--- src/rtl/pico_mips.sv ---
// rtl/pico_mips.sv - single-cycle MIPS-style core running a built-in 2-D affine transform
// Optional saturating ADD/ADDI arithmetic is selected with `define PICO_MIPS_SAT_EN.
module pico_mips #(
    parameter int N            = 8,
    parameter int MaxProgramSz = 32
) (
    input  logic                clk,
    input  logic                reset,
    input  logic signed [N-1:0] in_bus,
    input  logic                io_handshake,
    output logic signed [N-1:0] out_bus
);

    localparam int PcW = $clog2(MaxProgramSz);

    localparam logic [3:0] OP_NOP   = 4'd0;
    localparam logic [3:0] OP_ADD   = 4'd1;
    localparam logic [3:0] OP_ADDI  = 4'd2;
    localparam logic [3:0] OP_MUL   = 4'd3;
    localparam logic [3:0] OP_MULI  = 4'd4;
    localparam logic [3:0] OP_IN    = 4'd5;
    localparam logic [3:0] OP_OUT   = 4'd6;
    localparam logic [3:0] OP_WAIT1 = 4'd7;
    localparam logic [3:0] OP_WAIT0 = 4'd8;
    localparam logic [3:0] OP_JMP   = 4'd9;

    function automatic logic [23:0] enc(input logic [3:0] op, input logic [2:0] rd,
                                        input logic [2:0] rs, input logic [2:0] rt,
                                        input logic [7:0] imm);
        return {op, rd, rs, rt, 3'b000, imm};
    endfunction

    function automatic logic [23:0] rom(input logic [PcW-1:0] addr);
        case (int'(addr))
            0:       return enc(OP_WAIT1, 3'd0, 3'd0, 3'd0, 8'h00);
            1:       return enc(OP_IN,    3'd1, 3'd0, 3'd0, 8'h00);
            2:       return enc(OP_WAIT0, 3'd0, 3'd0, 3'd0, 8'h00);
            3:       return enc(OP_WAIT1, 3'd0, 3'd0, 3'd0, 8'h00);
            4:       return enc(OP_IN,    3'd2, 3'd0, 3'd0, 8'h00);
            5:       return enc(OP_WAIT0, 3'd0, 3'd0, 3'd0, 8'h00);
            6:       return enc(OP_MULI,  3'd3, 3'd1, 3'd0, 8'h60);
            7:       return enc(OP_MULI,  3'd4, 3'd2, 3'd0, 8'h40);
            8:       return enc(OP_ADD,   3'd3, 3'd3, 3'd4, 8'h00);
            9:       return enc(OP_ADDI,  3'd3, 3'd3, 3'd0, 8'h14);
            10:      return enc(OP_OUT,   3'd0, 3'd3, 3'd0, 8'h00);
            11:      return enc(OP_MULI,  3'd5, 3'd1, 3'd0, 8'hC0);
            12:      return enc(OP_MULI,  3'd6, 3'd2, 3'd0, 8'h60);
            13:      return enc(OP_ADD,   3'd5, 3'd5, 3'd6, 8'h00);
            14:      return enc(OP_ADDI,  3'd5, 3'd5, 3'd0, 8'hEC);
            15:      return enc(OP_WAIT1, 3'd0, 3'd0, 3'd0, 8'h00);
            16:      return enc(OP_OUT,   3'd0, 3'd5, 3'd0, 8'h00);
            17:      return enc(OP_WAIT0, 3'd0, 3'd0, 3'd0, 8'h00);
            18:      return enc(OP_JMP,   3'd0, 3'd0, 3'd0, 8'h00);
            default: return enc(OP_NOP,   3'd0, 3'd0, 3'd0, 8'h00);
        endcase
    endfunction

    logic        [PcW-1:0] pc;
    logic        [PcW-1:0] pc_inc;
    logic        [PcW-1:0] pc_next;
    logic signed [N-1:0]   regs [8];

    logic        [23:0]    instr;
    logic        [3:0]     op;
    logic        [2:0]     rd;
    logic        [2:0]     rs;
    logic        [2:0]     rt;
    logic signed [N-1:0]   imm_n;
    logic signed [N-1:0]   rs_val;
    logic signed [N-1:0]   rt_val;
    logic signed [N-1:0]   mul_b;
    logic signed [N-1:0]   add_b;
    logic signed [2*N-1:0] prod;
    logic signed [N-1:0]   frac;
    logic signed [N:0]     sum_w;
    logic signed [N-1:0]   sum_n;
    logic                  reg_we;
    logic                  out_we;
    logic signed [N-1:0]   wdata;
    logic                  unused_bits;

    always_comb begin
        instr  = rom(pc);
        op     = instr[23:20];
        rd     = instr[19:17];
        rs     = instr[16:14];
        rt     = instr[13:11];
        imm_n  = N'(signed'(instr[7:0]));
        rs_val = (rs == 3'd0) ? '0 : regs[rs];
        rt_val = (rt == 3'd0) ? '0 : regs[rt];
    end

    // Q0.(N-1) multiply: dropping the low N-1 bits of the product truncates toward -inf.
    always_comb begin
        mul_b = (op == OP_MULI) ? imm_n : rt_val;
        prod  = (2*N)'(rs_val) * (2*N)'(mul_b);
        frac  = prod[2*N-2:N-1];
    end

    always_comb begin
        add_b = (op == OP_ADDI) ? imm_n : rt_val;
        sum_w = (N+1)'(rs_val) + (N+1)'(add_b);
`ifdef PICO_MIPS_SAT_EN
        // Overflow when the extra sign bit disagrees with the N-bit sign.
        if (sum_w[N] != sum_w[N-1])
            sum_n = sum_w[N] ? {1'b1, {(N-1){1'b0}}} : {1'b0, {(N-1){1'b1}}};
        else
            sum_n = sum_w[N-1:0];
`else
        sum_n = sum_w[N-1:0];
`endif
    end

    assign unused_bits = ^{instr[10:8], prod[2*N-1], prod[N-2:0], sum_w[N]};

    always_comb begin
        pc_inc  = (pc == PcW'(MaxProgramSz - 1)) ? '0 : pc + PcW'(1);
        pc_next = pc_inc;
        reg_we  = 1'b0;
        out_we  = 1'b0;
        wdata   = '0;
        case (op)
            OP_ADD, OP_ADDI: begin
                reg_we = 1'b1;
                wdata  = sum_n;
            end
            OP_MUL, OP_MULI: begin
                reg_we = 1'b1;
                wdata  = frac;
            end
            OP_IN: begin
                reg_we = 1'b1;
                wdata  = in_bus;
            end
            OP_OUT:   out_we = 1'b1;
            OP_WAIT1: if (!io_handshake) pc_next = pc;
            OP_WAIT0: if (io_handshake) pc_next = pc;
            OP_JMP:   pc_next = PcW'(instr[7:0]);
            default:  ;
        endcase
    end

    always_ff @(posedge clk) begin
        if (reset) begin
            pc      <= '0;
            out_bus <= '0;
            for (int i = 0; i < 8; i++) regs[i] <= '0;
        end else begin
            pc <= pc_next;
            if (reg_we && rd != 3'd0) regs[rd] <= wdata;
            if (out_we) out_bus <= rs_val;
        end
    end

endmodule

--- config.mk ---
export PLATFORM = sky130hd
export DESIGN_NAME = pico_mips
export DESIGN_NICKNAME = d
export VERILOG_FILES = /design/src/rtl/pico_mips.sv
export SDC_FILE = /design/constraint.sdc
export NUM_CORES = 1
export LEC_CHECK = 0
export CORE_MARGIN = 1
export CORE_UTILIZATION = 50
export CTS_BUF_LIST = sky130_fd_sc_hd__clkbuf_8
export CTS_CLUSTER_DIAMETER = 80
export DETAILED_ROUTE_END_ITERATION = 12
export PLACE_DENSITY = 0.73
export SLEW_MARGIN = 20
export SYNTH_ARGS = -nofsm -noshare
export SYNTH_HDL_FRONTEND = slang
export SYNTH_SLANG_ARGS = --single-unit
--- constraint.sdc ---
create_clock -name clk -period 7.6 [get_ports clk]
set_clock_uncertainty 0.1 [all_clocks]
set_input_delay 1.14 -clock clk [delete_from_list [all_inputs] [get_ports clk]]
set_output_delay 1.14 -clock clk [all_outputs]
set_load 0.01 [all_outputs]
Yosys cells after proc, flatten, opt, wreduce, memory -nomap -nowiden --
Memories as Yosys holds them, arrays and structs flattened. A register that Yosys moved wholly into a read port is not among the register bits. Index checks and enable logic that the tools add are counted.
Operators by class: multiplexer cells 21, $mul 1, equal/unequal tests 12, reduce and logical (&&, ||, !) cells 9, $add $sub $neg 2
Operators by type and width (count):
- $mux W8 | 5
- $mux W5 | 5
- $pmux W8 S3 | 1
- $eq A4 B3 Y1 const B | 4
- $mul A8 B8 Y15 | 1
- $pmux W5 S3 | 1
- $add A8 B8 Y8 | 1
- $eq A4 B2 Y1 const B | 2
- $eq A4 B4 Y1 const B | 2
- $mux W1 | 8
- $reduce_or A8 Y1 | 1
- $logic_not A3 Y1 | 2
- $add A5 B1 Y5 const B | 1
- $eq A5 B5 Y1 const B | 1
- $reduce_or A5 Y1 | 1
- $eq A4 B1 Y1 const B | 1
- $ne A2 B2 Y1 const B | 2
- $reduce_or A2 Y1 | 2
- $mux W3 | 1
- $reduce_bool A3 Y1 | 1
- $reduce_and A2 Y1 | 1
- $logic_and A1 B1 Y1 | 1
Word-level totals: memory bits (read-only) 576, word-level logic and storage cells 49, register bits 13, bits of input ports 11, memory bits (writable) 64, memories kept 2
Memories:
- (name not given) | words 32, width 18, read ports 1, clocked after Yosys merged registers in 1, wr ports 0, RTL line 34 | case (int'(addr))
- regs | words 8, width 8, read ports 2, clocked after Yosys merged registers in 0, wr ports 8, RTL line 61 | logic signed [N-1:0] regs [8];

Longest topological paths before layout --
Gate-level depths: netlist (run 1).
word-level depth 9, gate-level depth with buffers 25, mapped depth without buffers 23

Worst setup path after synthesis (run 1) --
OpenSTA, ideal clock, no wires.
path kind flip-flop to flip-flop, start point register, netlist name instr[15], end point memory regs[1][7] (data pin), arrival 6301 ps, library setup time 282 ps, required time 7218 ps, cell stages (with the launch flop) 24, clock period less this slack 6683 ps, slack 917 ps, cell sequence dfxtp_1 buf_2 buf_2 buf_1 mux4_2 o21ai_1 nor2_1 fa_1 inv_1 fa_1 inv_1 fa_1 inv_1 fa_1 inv_1 ha_1 nand4b_1 o22ai_1 o21ai_0 o31ai_1 a21oi_1 xnor2_1 a222oi_1 nor2_1
RTL lines (RTL line):
- to (decl) | 61

==> flow_metrics.py, run 1 <==
metrics = {
    "synthesis": {
        "ys_warn_count": 0,
        "synth_edf_count": 58,
        "ys_seq_elements": 89,
        "netlist_instances": 735,
        "yosysSeqAreaShare_pct": 33.85,
        "ys.flop_type": "edfxtp_1",
        "synthArstFlopShare_pct": 0,
        "ys_top_cells_by_area": "edfxtp_1 (25%), fa_1 (15%), dfxtp_1 (8.9%), nor2_1 (8.4%), ha_1 (7.4%)",
        "syn_area_per_cell_um2": 9.494,
        "syn_area_um2": 6978,
        "ys_top_cells_by_count": "nor2_1 (156), inv_1 (77), edfxtp_1 (58)",
        "ys_types": 68,
        "synth_largest_area_cell": "edfxtp_1",
        "yosysTopAreaCellShare_pct": 24.96,
        "yosysMostFrequentCell": "nor2_1",
    },
    "critical_path": {
        "critPathMostFrequentCell": "fa_1",
        "cp_max_fo": 13,
        "worstPathRequired_ns": 7.57,
        "cpPeakStageDelay_ns": 0.91,
        "worstSetupPathType": "flip-flop to flip-flop",
        "critPathTopFamily": "adder cells",
        "crit_chain": "or4b_4 -> o211a_2 -> or2_2 -> or3_1 -> fa_1 -> fa_1 -> inv_1 -> fa_1 -> inv_1 -> fa_1 -> inv_1 -> ha_1 -> nand4b_1 -> o22ai_1 -> o21ai_0 -> nor2b_1 -> nor2_1 -> o31ai_1 -> a222oi_1 -> nor2_1",
        "slowest_stage": "a222oi_1",
        "reg2reg_from": "instr[22]",
        "r2r-end": "regs[1][3]",
        "critPathArrivalTime_ns": 6.89,
        "crit_path_start": "instr[22]",
        "cp.depth": 20,
        "rr_worst_depth": 20,
        "crit_buf_inv": 3,
        "worst_setup_path_end_kind": "flip-flop",
        "crit_path_start_kind": "flip-flop",
        "cp-endpoint": "regs[1][3]",
        "ff2ff_setup_slack_ns": 0.68,
    },
    "floorplan": {
        "ios": 19,
        "die_w_um": 120.1,
        "die_h_um": 120.1,
        "die_area_um2": 14430,
        "core_region_area_um2": 13400,
        "num_rows": 42,
        "start_util_pct": 52.07,
    },
    "clocking": {
        "clock_latency_ns": 0.36,
        "cts_hold_buffers": 0,
        "postCtsSetupRepairBufs": 0,
        "cts_made_buffers": 9,
        "post_cts_resized": 0,
        "cts_tree": "done",
        "clkTransAtPathRegs_ns": 0.09,
        "htree_levels": 3,
        "clockBufferDepth": 2,
        "cts.sinks": 89,
        "root_buffer": "clkbuf_8",
    },
    "finish": {
        "post-route-util_pct": 56.27,
        "diodes": 0,
        "area_growth_pct": 8.069,
        "drive_above_1_share_pct": 8.839,
        "nets": 856,
    },
    "grt": {
        "grt_pass1_wl_um": 28460,
        "grt_pass1_vias": 5567,
        "grt_overflow_total": 0,
        "antenna_found_initial": 0,
        "grt_max_degree": 27,
        "gr-usage-all-layers_pct": 25.88,
    },
    "detailed_routing": {
        "route.vias.total": 5467,
        "drtPass1Iterations": 5,
        "ant_nets": 0,
        "wl_um": 17520,
        "post_drt_via_cell_ratio": 5.853,
        "wl_per_cell_um": 18.76,
        "drcViolationCount": 0,
        "drt-initial-drc-count": 583,
    },
    "sta": {
        "slew-limit-headroom_pct": 21.41,
        "fin_crit_ns": 6.921,
        "drv_slew": 0,
        "rsz0062_at_grt": "false",
        "min_period_over_period_pct": 91.07,
        "hold_violations": 0,
        "fmax_mhz": 144.5,
        "setup_tns_ns": 0,
        "worst_pin_slew_ns": 1.179,
        "setup_viol": 0,
    },
    "placed_design": {
        "gp_congestion": 0.9389,
        "dp.final_hpwl_um": 13880,
        "port_buffers": 18,
    },
    "hold_path": {
        "hp-class": "flip-flop to flip-flop",
        "worstHoldStart": "out_bus[5]",
    },
    "outcome": {
        "outcome": "complete, no violations",
    },
    "power": {
        "p_leak_nw": 3.081,
        "ir_worst_vdd_uv": 126.9,
        "power.density_nw_per_um2": 256.8,
    },
    "run": {
        "drv_cap": 0,
    },
}
## registers in the layout, summed over array words and instances, names as in the netlist
| name | count |
|---|---|
| imm_n | 6 |
| out_bus | 8 |
| regs | 58 |
| instr | 12 |
| pc | 5 |
## layer usage
metal	global-route usage [%]	vias up	part of all wire, %
met5	0	-	0
met4	11.56	0	3.3
met3	2.757	42	5.2
met2	44.07	212	49
met1	33.18	2688	42
li1	-	2525	-
## report_power, final
part | switching (mW) | leakage [nW] | internal, mW | total, mW
clock | 0.163 | 0.0876 | 0.116 | 0.279
sequential | 0.0635 | 0.851 | 0.571 | 0.634
combinational | 0.638 | 2.14 | 0.385 | 1.02
## how the worst min path moves through the flow
stage,to,slack [ns],cells after the start
final,out_bus[5],0.40,2
after global routing,out_bus[5],0.44,2
after CTS,out_bus[5],0.41,2
after detailed placement,out_bus[0],0.39,2
after global placement,out_bus[2],0.37,2
after floorplan,pc[0],0.38,2
## tightest hold or removal path: cells and delay by family, from the launching register on
kind | cells | cell delay (ns)
DFF | 1 | 0.34
and+or+nand+nor | 1 | 0.07
AOI/OAI and AO/OA | 1 | 0.06
## cell families (layout without fill, tap and decap cells)
| kind of cell | after synthesis | count (layout) | share of synthesized area (%) |
|---|---|---|---|
| AOI/OAI and AO/OA | 117 | 117 | 11.28 |
| DFF | 89 | 89 | 33.85 |
| and+or+nand+nor | 276 | 276 | 18.00 |
| xor gates and xnor gates | 19 | 19 | 2.385 |
| muxes | 31 | 31 | 6.043 |
| other | 1 | 2 | 0.05374 |
| adders and majority gates | 92 | 92 | 21.98 |
| buffers and inverters | 110 | 132 | 6.401 |
## layout make-up
cell class | count | area (um^2)
clock inverter | 7 | 41.29
inverter | 80 | 300.3
multi-input combinational | 537 | 4178
clock buffer | 9 | 123.9
fill | 1191 | 5859
sequential | 89 | 2362
timing repair buffer | 36 | 315.3
tap | 176 | 220.2
## through the flow
stage | setup WS (ns) | hold slack (ns) | cells | instance area, um^2 | total power [mW]
floorplan | 0.9170 | 0.3839 | 736 | 6982 | 1.351
global placement | 1.017 | 0.3696 | 918 | 7371 | 1.617
detailed placement | 0.7831 | 0.3859 | 918 | 7371 | 1.649
CTS | 0.7551 | 0.4096 | 934 | 7536 | 1.923
global route | 0.3382 | 0.4398 | 934 | 7541 | 2.068
finish | 0.6788 | 0.3996 | 934 | 7541 | 1.936
## layout by cell type (no fill, tap or decap), types with 6 or more instances in the layout
cell type / netlist / layout
nand2_1: 43 / 43
or2_2: 9 / 9
ha_1: 41 / 41
o21ai_0: 19 / 19
xnor2_1: 14 / 14
mux2i_1: 14 / 14
nor2_1: 156 / 156
clkbuf_8: 0 / 9
clkdlybuf4s50_1: 0 / 18
mux2_2: 9 / 9
a21oi_1: 34 / 34
nor2b_1: 11 / 11
a222oi_1: 6 / 6
inv_1: 77 / 79
mux4_2: 8 / 8
a21o_1: 6 / 6
buf_4: 1 / 18
nor3_1: 8 / 8
nand2b_1: 18 / 18
dfxtp_1: 31 / 31
edfxtp_1: 58 / 58
fa_1: 51 / 51
Note: power is estimated with default switching activity, not from simulation.
==> run 2: changes to the inputs <==
Clock period 7.6 ns to 7.81 ns, I/O delays scaled along.
==> flow_metrics.py, run 2 (same netlist as run 1, synthesis figures left out) <==
metrics = {
    "finish": {
        "drive_above_1_share_pct": 7.968,
        "final_area_um2": 7497,
        "post-route-util_pct": 55.95,
        "largest_reg_flops": 58,
        "final_cell_mix": "nor2_1 (156), inv_1 (79), edfxtp_1 (58)",
        "nets": 851,
        "final_common_cell": "nor2_1",
        "top_register": "regs",
        "area_growth_pct": 7.441,
        "diodes": 0,
    },
    "sta": {
        "worst_pin_slew_ns": 1.191,
        "setup_tns_ns": 0,
        "drv_slew": 0,
        "fin_crit_ns": 7.135,
        "rsz0062_at_grt": "false",
        "postLayoutSetupSlackWorst_ns": 0.6750,
        "fmax_mhz": 140.2,
        "slew-limit-headroom_pct": 20.63,
        "min_period_over_period_pct": 91.36,
        "setup_viol": 0,
        "hold_violations": 0,
    },
    "clocking": {
        "clock_latency_ns": 0.36,
        "cts_hold_buffers": 0,
        "htree_levels": 3,
        "cts.sinks": 89,
        "root_buffer": "clkbuf_8",
        "cts_tree": "done",
        "clkTransAtPathRegs_ns": 0.09,
        "clockBufferDepth": 2,
        "postCtsSetupRepairBufs": 0,
        "post_cts_resized": 0,
        "cts_made_buffers": 9,
    },
    "placed_design": {
        "dp.final_hpwl_um": 13660,
        "gp_congestion": 0.9230,
        "dpl-instance-area_um2": 7333,
        "port_buffers": 18,
        "pre_cts_ws_ns": 0.8383,
    },
    "grt": {
        "grt_max_degree": 27,
        "gr-usage-all-layers_pct": 25.49,
        "antenna_found_initial": 0,
        "grt_pass1_wl_um": 28150,
        "grt_pass1_vias": 5490,
        "grt_overflow_total": 0,
        "use_met1_pct": 31.73,
        "busiest_layer": "met2",
        "use_met2_pct": 43.97,
        "grt_use_met3_pct": 3.707,
    },
    "floorplan": {
        "num_rows": 42,
        "die_area_um2": 14430,
        "core_region_area_um2": 13400,
        "die_w_um": 120.1,
        "start_util_pct": 52.07,
        "ios": 19,
        "die_h_um": 120.1,
    },
    "critical_path": {
        "critPathMostFrequentCell": "fa_1",
        "crit_path_start": "instr[15]",
        "cp-endpoint": "regs[7][6]",
        "cp_max_fo": 12,
        "rr_worst_depth": 20,
        "cpPeakStageDelay_ns": 0.72,
        "r2r-end": "regs[7][6]",
        "worstPathRequired_ns": 7.80,
        "reg2reg_from": "instr[15]",
        "crit_path_start_kind": "flip-flop",
        "ff2ff_setup_slack_ns": 0.68,
        "worst_setup_path_end_kind": "flip-flop",
        "crit_chain": "nor2b_1 -> a22oi_1 -> o21a_1 -> or3_1 -> fa_1 -> fa_1 -> inv_1 -> fa_1 -> inv_1 -> fa_1 -> inv_1 -> ha_1 -> nand4b_1 -> o22ai_1 -> o21ai_0 -> o31ai_1 -> xor2_1 -> a22o_1 -> a21oi_1 -> nor2_1",
        "slowest_stage": "dfxtp_1",
        "critPathArrivalTime_ns": 7.12,
        "worstSetupPathType": "flip-flop to flip-flop",
    },
    "run": {
        "drv_cap": 0,
    },
    "detailed_routing": {
        "drt-initial-drc-count": 479,
        "wl_um": 17330,
        "ant_nets": 0,
        "wl_per_cell_um": 18.66,
        "drtPass1Iterations": 5,
        "route.vias.total": 5416,
        "drcViolationCount": 0,
        "post_drt_via_cell_ratio": 5.830,
    },
    "power": {
        "ir_worst_vdd_uv": 131.3,
        "p_leak_nw": 3.053,
        "power.density_nw_per_um2": 248.7,
    },
    "hold_path": {
        "hp-class": "flip-flop to flip-flop",
    },
    "outcome": {
        "outcome": "complete, no violations",
    },
}
[run 2: critical path, delay by kind of cell (launching register included)]
kind | cells | cell delay [ns]
adder cells (fa/ha/maj) | 5 | 2.35
AO/OA/AOI/OAI | 7 | 2.24
AND/OR/NAND/NOR | 4 | 1.14
flip-flops | 1 | 0.72
buffers and inverters | 3 | 0.15
XOR/XNOR | 1 | 0.15
[run 2: layout make-up]
| type | count | area (um^2) |
|---|---|---|
| Clock buffer | 9 | 123.9 |
| Clock inverter | 7 | 40.04 |
| Fill cell | 1194 | 5903 |
| Inverter | 80 | 300.3 |
| Multi-Input combinational cell | 537 | 4173 |
| Sequential cell | 89 | 2362 |
| Tap cell | 176 | 220.2 |
| Timing Repair Buffer | 31 | 277.8 |
[run 2: per-stage QoR]
step | total power [mW] | std cells | hold slack, ns
final | 1.865 | 929 | 0.3959
after global routing | 1.991 | 929 | 0.4421
after CTS | 1.856 | 929 | 0.4011
after detailed placement | 1.591 | 913 | 0.3785
after global placement | 1.559 | 913 | 0.3717
after floorplan | 1.315 | 736 | 0.3839
[run 2: routing by layer]
| layer | part of all wire (%) | wire length (um) | up-vias |
|---|---|---|---|
| li1 | - | - | 2517 |
| met1 | 42 | 7279 | 2655 |
| met2 | 50 | 8613 | 205 |
| met3 | 5.2 | 898 | 39 |
| met4 | 3.1 | 539 | 0 |
| met5 | 0 | 0 | - |
[run 2: how the worst min path moves through the flow]
stage	start	to	slack [ns]	cells past startpoint
global route	out_bus[1]	out_bus[1]	0.44	2
CTS	out_bus[1]	out_bus[1]	0.40	2
global placement	out_bus[6]	out_bus[6]	0.37	2
detailed placement	out_bus[1]	out_bus[1]	0.38	2
floorplan	pc[0]	pc[0]	0.38	2
finish	out_bus[7]	out_bus[7]	0.40	2
[run 2: power breakdown]
| group | internal (mW) | switching, mW |
|---|---|---|
| Sequential | 0.555 | 0.0695 |
| Combinational | 0.366 | 0.603 |
| Clock | 0.112 | 0.159 |
| Total | 1.03 | 0.831 |
==> run 3: changes to the inputs <==
Settings changed: PLACE_DENSITY 0.73 to 0.64.
==> flow_metrics.py, run 3 (same netlist as run 1, synthesis figures left out) <==
metrics = {
    "outcome": {
        "outcome": "complete, no violations",
    },
    "floorplan": {
        "die_h_um": 120.1,
        "num_rows": 42,
        "die_w_um": 120.1,
        "core_region_area_um2": 13400,
        "die_area_um2": 14430,
        "ios": 19,
        "start_util_pct": 52.07,
    },
    "sta": {
        "worst_pin_slew_ns": 1.123,
        "drv_slew": 0,
        "fin_crit_ns": 7.097,
        "postLayoutSetupSlackWorst_ns": 0.7128,
        "slew-limit-headroom_pct": 24.68,
        "rsz0062_at_grt": "false",
        "setup_viol": 0,
        "hold_ws_ns": 0.3951,
        "fmax_mhz": 140.9,
        "hold_violations": 0,
        "setup_tns_ns": 0,
        "min_period_over_period_pct": 90.87,
    },
    "grt": {
        "grt_pass1_vias": 5548,
        "grt_pass1_wl_um": 28300,
        "grt_overflow_total": 0,
        "antenna_found_initial": 0,
        "grt_max_degree": 27,
        "gr-usage-all-layers_pct": 25.47,
    },
    "detailed_routing": {
        "drt-met1-wl_um": 7337,
        "drt-initial-drc-count": 459,
        "wl_met2_um": 8459,
        "ant_nets": 0,
        "drtPass1Iterations": 5,
        "route.vias.total": 5387,
        "post_drt_via_cell_ratio": 5.799,
        "wl_um": 17450,
        "dr_wl_met3_um": 1077,
        "wl_per_cell_um": 18.78,
        "drcViolationCount": 0,
        "routed.top_layer": "met4",
    },
    "finish": {
        "final_area_um2": 7498,
        "drive_above_1_share_pct": 7.968,
        "largest_reg_flops": 58,
        "top_register": "regs",
        "fillCellCount": 1194,
        "area_growth_pct": 7.459,
        "nets": 851,
        "final_cell_mix": "nor2_1 (156), inv_1 (79), edfxtp_1 (58)",
        "final_common_cell": "nor2_1",
        "diodes": 0,
    },
    "critical_path": {
        "worstPathRequired_ns": 7.79,
        "cpPeakStageDelay_ns": 0.76,
        "crit_chain": "nor2b_1 -> nand2_1 -> o21ai_0 -> nor2_1 -> nor2_1 -> nor2b_1 -> fa_1 -> inv_1 -> fa_1 -> inv_1 -> fa_1 -> inv_1 -> fa_1 -> inv_1 -> ha_1 -> nand4b_1 -> o22ai_1 -> o21ai_0 -> o31ai_1 -> xor2_1 -> a22o_1 -> a21oi_1 -> nor2_1",
        "worstSetupPathType": "flip-flop to flip-flop",
        "cp_max_fo": 12,
        "worst_setup_path_end_kind": "flip-flop",
        "slowest_stage": "dfxtp_1",
        "crit_path_start_kind": "flip-flop",
        "critPathArrivalTime_ns": 7.08,
    },
    "clocking": {
        "cts_tree": "done",
        "clkTransAtPathRegs_ns": 0.09,
        "clockBufferDepth": 2,
        "cts_made_buffers": 9,
        "clock_latency_ns": 0.36,
        "root_buffer": "clkbuf_8",
        "htree_levels": 3,
        "cts.sinks": 89,
        "postCtsSetupRepairBufs": 0,
    },
    "run": {
        "drv_cap": 0,
    },
    "placed_design": {
        "gp_congestion": 0.9701,
        "pre_cts_ws_ns": 0.5379,
        "dpl-instance-area_um2": 7333,
        "dp.final_hpwl_um": 13690,
        "port_buffers": 18,
    },
    "hold_path": {
        "hp-class": "flip-flop to flip-flop",
    },
    "power": {
        "ir_worst_vdd_uv": 130.5,
        "power.density_nw_per_um2": 249.2,
        "p_leak_nw": 3.055,
        "finalPower_mw": 1.869,
    },
}
run 3: cell type report:
type / instances / area (um^2) / share of cell area (%)
Tap cell: 176 / 220.2 / 2.937
Sequential cell: 89 / 2364 / 31.52
Inverter: 80 / 300.3 / 4.005
Clock inverter: 7 / 40.04 / 0.5340
Clock buffer: 9 / 123.9 / 1.652
Multi-Input combinational cell: 537 / 4173 / 55.65
Timing Repair Buffer: 31 / 277.8 / 3.704
run 3: routing by layer:
metal,track usage (%),vias up
li1,-,2517
met1,32.19,2623
met2,43.61,204
met3,3.802,43
met4,10.16,0
met5,0,-
run 3: power breakdown:
group	total [mW]	internal (mW)	switching [mW]
combinational	0.967	0.366	0.601
clock	0.271	0.112	0.158
sequential	0.631	0.556	0.0754
run 3: final timing paths:
check                                start    endpoint  slack (ns)  cells past startpoint
worst max-delay path             instr[12]  regs[7][6]        0.71                     23
worst min-delay path            out_bus[7]  out_bus[7]        0.40                      2
worst max register to register   instr[12]  regs[7][6]        0.71                     23
worst min register to register  out_bus[7]  out_bus[7]        0.40                      2
run 3: critical path, delay by kind of cell, from the launching register on:
kind            cells  cell delay [ns]
fa+ha+maj           5             2.07
compound gates      6             1.97
xor+xnor            1             0.15
flops               1             0.76
simple gates        7             1.58
buf+inv             4             0.20
run 3: timing repair:
item,in CTS,in global routing
gates resized for setup,0,1
endpoints found under the setup margin,0,7
hold buffers,0,0
run 3: metrics by stage:
| stage | instances | util [%] |
|---|---|---|
| after floorplan | 736 | - |
| final | 929 | 55.96 |
| after detailed placement | 913 | 54.72 |
| after global placement | 913 | 54.72 |
| after CTS | 929 | 55.95 |
| after global routing | 929 | 55.96 |
==> RTL edit, RTL diff (config.mk and constraints of run 2) <==
Put one more register stage on the output `out_bus`, with the module's reset. The value now appears one clock later.
--- a/src/rtl/pico_mips.sv
+++ b/src/rtl/pico_mips.sv
@@ -23,6 +23,8 @@
     localparam logic [3:0] OP_WAIT1 = 4'd7;
     localparam logic [3:0] OP_WAIT0 = 4'd8;
     localparam logic [3:0] OP_JMP   = 4'd9;
+
+    logic signed [N-1:0] out_bus_s0;
 
     function automatic logic [23:0] enc(input logic [3:0] op, input logic [2:0] rd,
                                         input logic [2:0] rs, input logic [2:0] rt,
@@ -143,12 +145,20 @@
     always_ff @(posedge clk) begin
         if (reset) begin
             pc      <= '0;
-            out_bus <= '0;
+            out_bus_s0 <= '0;
             for (int i = 0; i < 8; i++) regs[i] <= '0;
         end else begin
             pc <= pc_next;
             if (reg_we && rd != 3'd0) regs[rd] <= wdata;
-            if (out_we) out_bus <= rs_val;
+            if (out_we) out_bus_s0 <= rs_val;
+        end
+    end
+
+    always_ff @(posedge clk) begin
+        if (reset) begin
+            out_bus <= '0;
+        end else begin
+            out_bus <= out_bus_s0;
         end
     end
 
Formal check against the unedited RTL: no difference found for any inputs over 10 cycles, from zero or initial values and one cycle with reset high; that may be too few to reach the edited logic, so the function may still have changed.
==> RTL edit against run 2 <==
- wire length grew 2.2%
- cell area increased by 4.2%
- worst setup slack better by 0.16 ns
- die area grew 3.5%
- largest cell class unchanged
- sequential cell count increased by 6
- sequential share of layout area hardly changed
- synthesized area grew 3.6%
- power grew 9.9%
- cell count rose by 2.8%
==> RTL edit: results (changes against run 2) <==
| Metric | Value |
|---|---|
| Status | finished clean |
| CP startpoint | instr[14] |
| Seq pwr | 0.679 mW (+8.6%) |
| Hold Crit Start | out_bus_s0[2] |
| Met3 WL post-DR | 831 µm (-7.5%) |
| Synth cell count leaders | nor2_1 (158), inv_1 (76), edfxtp_1 (56) |
| Nets@finish | 874 (+2.7%) |
| Number of vias per cell | 5.73 (-1.7%) |
| Leakage Power | 3.23 nW (+5.9%) |
| Number of global-route vias before repair | 5535 (+0.82%) |
| Critical path fanouts, max | 21 (+9) |
| Reg2reg start | instr[14] |
| Largest net degree at the start of global routing | 32 (+19%) |
| Int Power | 1.14 mW (+11%) |
| Worst path arrival time | 7.00 ns (-0.12 ns) |
| Routed WL per cell | 18.5 µm (-0.63%) |
| Met3 GRT Util | 3.95% (+0.24 points) |
| Filler cells | 1238 (+3.7%) |
| Combinational power share | 50.0% (-2.0 points) |
| Mux cell area share after synthesis | 6.37% (+0.33 points) |
| Xor/xnor cell area share of the yosys netlist | 2.18% (-0.20 points) |
| Worst ir drop on vdd | 0.000167 V (+27%) |
| Max reg flops | 56 (-3.4%) |
| Seq/Total Area, Yosys | 34.1% (+0.21 points) |
| Switching Share | 44.1% (-0.44 points) |
| Critical path endpoint | regs[7][4] |
| Endpoint, Worst Hold | out_bus[2] |
| Dpl hpwl | 13400 µm (-1.5%) |
| Worst r2r path cells | 19 (-5.0%) |
| Critical Path Max Stage Delay | 0.97 ns (+0.25 ns) |
| Layout cells sized above 1 | 8.52% (+0.55 points) |
| Met2 WL | 8670 µm (+0.60%) |
| Library cells used by synthesis | 68 (unchanged) |
| Worst-Skew Late Latency | 0.40 ns (+0.04 ns) |
| GR Util met2 | 42.7% (-1.3 points) |
| Worst-margin pin slew | 0.975 ns (-0.216 ns) |
| Hold path depth | 1 (-1) |
| Reg2reg setup slack | 0.84 ns (+0.16 ns) |
| GPL Wtd Cong | 0.912 (-1.2%) |
| Overall fraction of global-route tracks in use | 25.4% (-0.12 points) |
| Iter 0 DRT Violations | 494 (+3.1%) |
| Ranking of synthesized cells by area | edfxtp_1 (23%), fa_1 (14%), dfxtp_1 (11%) |
| Synth Area in Adders | 21.4% (-0.59 points) |
[RTL edit: cell types whose count changed in the layout (fill, tap and decap cells not counted), sizes merged, moves of 4 or more]
cell,delta
nor2b,+15
a211oi,+5
a221o,-4
dfxtp,+8
nand2b,+4
mux2i,+5
o21ai,-7
[RTL edit: stage by stage]
step | instance area [µm²] | hold WS [ns] | instances | setup slack (ns) | utilization [%]
6_report | 7810 | 0.368 | 955 | 0.836 | 55.9
5_1_grt | 7810 | 0.388 | 955 | 0.431 | 55.9
4_1_cts | 7800 | 0.374 | 955 | 0.869 | 55.7
3_5_place_dp | 7590 | 0.359 | 939 | 0.872 | 54.2
3_3_place_gp | 7590 | 0.354 | 939 | 1.11 | 54.2
2_1_floorplan | 7230 | 0.338 | 759 | 1.47 | -
[RTL edit: area by class of cell]
class	count	share of cell area, %
Multi-Input combinational cell	554	55.5
Sequential cell	95	31.5
Inverter	78	3.75
Timing Repair Buffer	32	3.65
Tap cell	180	2.88
Clock buffer	9	1.59
Clock inverter	7	1.10
